<file path="src/rtl/decoder_mb_pkg.sv">
// Shared opcode constants and FSM encodings for the multi-byte instruction decoder.
package decoder_mb_pkg;

    localparam logic [4:0] LB5         = 5'b10110;
    localparam logic [2:0] LDST_OP     = 3'b111;
    localparam logic [0:0] DEC_IDLE    = 1'b0;
    localparam logic [0:0] DEC_COLLECT = 1'b1;

    function automatic int cnt_width(input int n);
        return (n > 1) ? $clog2(n) : 1;
    endfunction

endpackage

</file>
<file path="src/rtl/decoder_mb_lb_collector.sv">
// Collects LB operand bytes little-endian; flags the final byte and presents the full value.
module decoder_mb_lb_collector
    import decoder_mb_pkg::*;
#(
    parameter int IMM_BYTES = 1,
    parameter int DATA_LEN  = 8 * IMM_BYTES
) (
    input  logic                CLK,
    input  logic                RSTN,
    input  logic                start,
    input  logic                byte_vld,
    input  logic                flush,
    input  logic [7:0]          byte_in,
    output logic                done,
    output logic [DATA_LEN-1:0] value
);

    localparam int              CNT_W = cnt_width(IMM_BYTES);
    localparam logic [CNT_W-1:0] LAST = CNT_W'(IMM_BYTES - 1);

    logic [CNT_W-1:0] cnt_q, cnt_d;

    assign done = byte_vld & (cnt_q == LAST);

    // NOTE: every always_comb output gets a default first so no latch is inferred.
    always_comb begin
        cnt_d = cnt_q;
        if (flush || start || done) cnt_d = '0;
        else if (byte_vld)          cnt_d = cnt_q + CNT_W'(1);
    end

    // NOTE: sequential state uses non-blocking assignments only.
    always_ff @(posedge CLK or negedge RSTN) begin
        if (!RSTN) cnt_q <= '0;
        else       cnt_q <= cnt_d;
    end

    generate
        if (IMM_BYTES > 1) begin : g_acc
            logic [DATA_LEN-9:0] acc_q, acc_d;

            always_comb begin
                acc_d = acc_q;
                if (flush) begin
                    acc_d = '0;
                end else if (byte_vld && !done) begin
                    for (int i = 0; i < IMM_BYTES - 1; i++)
                        if (cnt_q == CNT_W'(i)) acc_d[8*i +: 8] = byte_in;
                end
            end

            // NOTE: acc is a small register bank, not a RAM, so it is cleared on reset.
            always_ff @(posedge CLK or negedge RSTN) begin
                if (!RSTN) acc_q <= '0;
                else       acc_q <= acc_d;
            end

            assign value = {byte_in, acc_q};
        end else begin : g_no_acc
            assign value = byte_in;
        end
    endgenerate

endmodule

</file>
<file path="src/rtl/decoder_mb.sv">
// 8-bit ISA decoder with multi-byte load-immediate, fetch-valid qualification and branch flush.
module decoder_mb
    import decoder_mb_pkg::*;
#(
    parameter int IMM_BYTES = 1,
    parameter int DATA_LEN  = 8 * IMM_BYTES,
    parameter int PC_LEN    = 7
) (
    input  logic                CLK,
    input  logic                RSTN,
    input  logic [7:0]          INSTR,
    input  logic                INSTR_VLD,
    input  logic                FLUSH,
    output logic [1:0]          ALU_OP,
    output logic [DATA_LEN-1:0] INSTR_IMM,
    output logic                IMM_SEL,
    output logic [PC_LEN-1:0]   BR_TARGET,
    output logic                IS_BR,
    output logic                IS_LD,
    output logic                IS_ST,
    output logic                LD_SEL,
    output logic [DATA_LEN-1:0] LB_IMM,
    output logic [1:0]          REG_ID,
    output logic                BUSY
);

    logic [0:0] state_q, state_d;
    logic [1:0] rid_q, rid_d;
    logic       lb_op, lds, lb_start, lb_byte_vld, lb_done;

    assign lb_op = (INSTR[7:3] == LB5);
    assign lds   = (INSTR[6:4] == LDST_OP);

    assign lb_start    = (state_q == DEC_IDLE)    & INSTR_VLD & lb_op & ~FLUSH;
    assign lb_byte_vld = (state_q == DEC_COLLECT) & INSTR_VLD & ~FLUSH;

    decoder_mb_lb_collector #(
        .IMM_BYTES (IMM_BYTES),
        .DATA_LEN  (DATA_LEN)
    ) u_lb_collector (
        .CLK      (CLK),
        .RSTN     (RSTN),
        .start    (lb_start),
        .byte_vld (lb_byte_vld),
        .flush    (FLUSH),
        .byte_in  (INSTR),
        .done     (lb_done),
        .value    (LB_IMM)
    );

    assign ALU_OP    = INSTR[5:4];
    assign INSTR_IMM = {{(DATA_LEN-4){INSTR[3]}}, INSTR[3:0]};
    assign IMM_SEL   = INSTR[6];
    assign BR_TARGET = INSTR[PC_LEN-1:0];
    assign REG_ID    = (state_q == DEC_COLLECT) ? rid_q : INSTR[1:0];

    always_comb begin
        state_d = state_q;
        rid_d   = rid_q;
        if (FLUSH) begin
            state_d = DEC_IDLE;
        end else if (lb_start) begin
            state_d = DEC_COLLECT;
            rid_d   = INSTR[1:0];
        end else if (lb_done) begin
            state_d = DEC_IDLE;
        end
    end

    // Strobes are held low through reset and flush; in COLLECT the byte is data only.
    always_comb begin
        IS_BR  = 1'b0;
        IS_LD  = 1'b0;
        IS_ST  = 1'b0;
        LD_SEL = 1'b0;
        BUSY   = 1'b0;
        if (RSTN && !FLUSH) begin
            if (state_q == DEC_COLLECT) begin
                BUSY   = 1'b1;
                IS_LD  = lb_done;
                LD_SEL = lb_done;
            end else if (INSTR_VLD && !lb_op) begin
                IS_LD = lds & ~INSTR[3];
                IS_ST = lds &  INSTR[3];
                IS_BR = INSTR[7];
            end
        end
    end

    always_ff @(posedge CLK or negedge RSTN) begin
        if (!RSTN) begin
            state_q <= DEC_IDLE;
            rid_q   <= 2'd0;
        end else begin
            state_q <= state_d;
            rid_q   <= rid_d;
        end
    end

endmodule

</file>
<file path="config.mk">
export PLATFORM = sky130hd
export DESIGN_NAME = decoder_mb
export DESIGN_NICKNAME = d
export VERILOG_FILES = /design/src/rtl/decoder_mb_pkg.sv /design/src/rtl/decoder_mb_lb_collector.sv /design/src/rtl/decoder_mb.sv
export SDC_FILE = /design/constraint.sdc
export NUM_CORES = 1
export LEC_CHECK = 0
export CAP_MARGIN = 20
export CORE_MARGIN = 2
export CORE_UTILIZATION = 30
export DETAILED_ROUTE_END_ITERATION = 10
export PLACE_DENSITY_LB_ADDON = 0.3
export SLEW_MARGIN = 20
export SYNTH_ARGS = -nofsm -noshare
export SYNTH_HDL_FRONTEND = slang
export SYNTH_HIERARCHICAL = 1
export SYNTH_SLANG_ARGS = --single-unit
</file>
<file path="constraint.sdc">
create_clock -name CLK -period 2 [get_ports CLK]
set_input_delay 0.6 -clock CLK [delete_from_list [all_inputs] [get_ports CLK]]
set_output_delay 0.6 -clock CLK [all_outputs]
set_load 0.1 [all_outputs]
</file>
==> run metrics <==
WP data required 1400 ps; top sig layer met4; post-synthesis average cell area 9.19 sq um; DRT antenna net count 0; Slowest cell on crit path dfrtp_2; post-synthesis register bit count 4; Met2 Routed Length between 1000 and 1500 um; routed len/inst 21.6 um; # DRC 0; wire length on met3 122 um; Place WS -668 ps; Crit path max-delay family simple AND/OR/NAND/NOR gates; Clock Latency Late Sink 240 ps; 1st-pass router iterations 4; Post-Route M1 WL ~920 um; final worst-path cycle share 113%; Crit Path Max Fanout 4; via count 606; P_sw 0.321 mW; placed cell count 107; Starting Density 32.8%; area taken by multi-input logic gates roughly 300 sq um; Comb power frac 68.3%; Ports 45; Layout area overhead 179%; Distinct cells, synth 21; number of hold buffers added after CTS 0; crit-path max cell delay between 400 and 500 ps; antenna violations before repair 0; register area 101 sq um; Netlist Area Pre-Place 505 sq um; register area share after synthesis a little under 20%; die width 45.1 um; PortBufs 40; clock buffer depth 2; Leak approximately 0.66 nW; Switching Fraction between 40% and 50%; Finished Core Util 91.6%; core area 0.00154 sq mm; die area roughly 0.002 sq mm; outcome finished, violations left; final WL around 2600 um; R2R Path End rid_q[0]$_DFFE_PN0P_; final net count ~120; Starting DRT DRC Count 22; critical path capture point type output pin; Fill cells 54; Finish-stage setup viols 6; Critical R2R Launch state_q$_DFFE_PN0P_; first-pass GRT wire length a little under 3000 um; Final Hold Fails 0; Post-DP HPWL 1340 um; clk sinks 4; critical path class reg -> out; skew final around 11 ps; Worst R2R Path Depth 5; failing checks setup timing; maxcap violations 0; Max transition margin 82.3%; R2R Setup Slk 320 ps; largest net degree at the start of global routing 8; Power Dens Cells approximately 460 mW/mm^2; Reg clk slew, reported paths 50 ps; Reg power frac about 14%; Global Route Usage Sum 20.9%; yosys warns 6; Least-Margin Pin Slew 264 ps; Slew Viols, Final 0; fmax about 0.44 GHz; internal power 0.331 mW; H-tree depth 1; Synthesized Nets between 60 and 70; CTS root buf clkbuf_4; Cell Count, Final, Fillers Out 119; cell count after synthesis 55; sum of buffers and inverters on the critical path 2; share of cells above drive strength 1 89.3%; FP Rows 14; Antenna diodes 0; worst setup margin -262 ps; routability cong. ~0.7; fin crit period about 2300 ps; RSZ-0062 raised after global routing true; total grt overflow 0; CP Launch Type register; Power, Total 0.652 mW; CTS buffer count 3; VDD IR-drop max 0.341 mV; Clock power frac 17.6%; CP arrival 1660 ps; vias in the first global route 545; die span in y 45.1 um; Hold Crit Class in -> async; drt via density between 5 and 6; CP Cell Sequence inv_2, nor3_4, nor2b_4, nand2_2, a21oi_4, buf_12; CTS tree yes
-- logic make-up after synthesis --
family                 synth area share, %
buffers and inverters                 40.1
multiplexers                          10.4
AO/OA/AOI/OAI                         1.98
flip-flops                            19.8
AND/OR/NAND/NOR                       27.7
-- how the worst max path moves through the flow --
stage	from	endpoint	slack (ps)	cells past startpoint
6_report	state_q$_DFFE_PN0P_	IS_LD	-260	6
3_5_place_dp	INSTR_VLD	IS_LD	-670	5
3_3_place_gp	INSTR_VLD	IS_LD	-610	5
5_1_grt	state_q$_DFFE_PN0P_	IS_LD	-290	6
2_1_floorplan	FLUSH	IS_ST	-470	2
4_1_cts	INSTR[6]	IS_LD	-240	5
-- worst register-to-register path: stages, from the launching register on --
cell	delay (ps)
dfrtp_2	440
buf_4	160
nand3b_4	160
buf_4	150
nor3b_4	290
mux2_4	340
-- timing repair --
item,CTS,global route
resized for setup,48,10
endpoints found under the setup margin,33,4
setup buffers,2,6
pin swaps,6,5
-- flip-flops by register name, summed over array words and instances, names as in the netlist --
| signal | count |
|---|---|
| u_lb_collector/cnt_q | 1 |
| state_q | 1 |
| rid_q | 2 |
-- cells in the final DEF (no fill, tap or decap), drive strengths merged, types with 2 or more instances in the layout --
cell          n
mux2          4
nand4         2
buf          67
clkbuf        4
dlygate4sd2   3
a21oi         2
dfrtp         4
nand2b        2
inv           2
nor3          2
-- cells in the mapped netlist, drive strengths merged --
cell type	instances	area (sq um)
buf	26	195
and2	1	6.26
inv	2	7.50
and4bb	1	12.5
mux2	4	52.6
nand3b	1	20.0
nand2b	2	12.5
nand4	2	12.5
nand2	1	3.75
nor2b	1	6.26
nor4	1	6.26
a21oi	2	10.0
dfrtp	4	100
nor4b	1	15.0
nor3b	1	18.8
or4	1	7.51
nand3	1	5.00
nor2	1	3.75
nor3	2	10.0
-- area by class of cell --
cell class,instances,area share [%]
timing repair buffer,70,67.9
multi-input combinational,23,20.9
sequential,4,7.18
clock buffer,4,1.86
tap,16,1.42
inverter,2,0.709
-- per-layer routing --
layer | global-route usage (%) | up-vias
met5 | 0 | -
met3 | 4.00 | 16
met4 | 8.82 | 0
met2 | 34.9 | 40
met1 | 26.2 | 290
li1 | - | 260
-- through the flow --
stage / cell area [sq um] / hold WS (ps) / TNS [ps]
global placement: 1270 / 489 / -5100
global route: 1410 / 298 / -906
finish: 1410 / 305 / -751
floorplan: 576 / 304 / -1330
CTS: 1330 / 278 / -455
detailed placement: 1270 / 523 / -6140
-- power by group through the flow --
stage                     sequential (mW)  clock, mW  combinational (mW)
after floorplan                    0.0904          0               0.296
after detailed placement           0.0918          0               0.421
after CTS                          0.0910      0.115               0.426
after global routing               0.0923      0.124               0.453
final                              0.0925      0.115               0.445
after global placement             0.0908          0               0.416
Power figures use the tool's default switching activity.
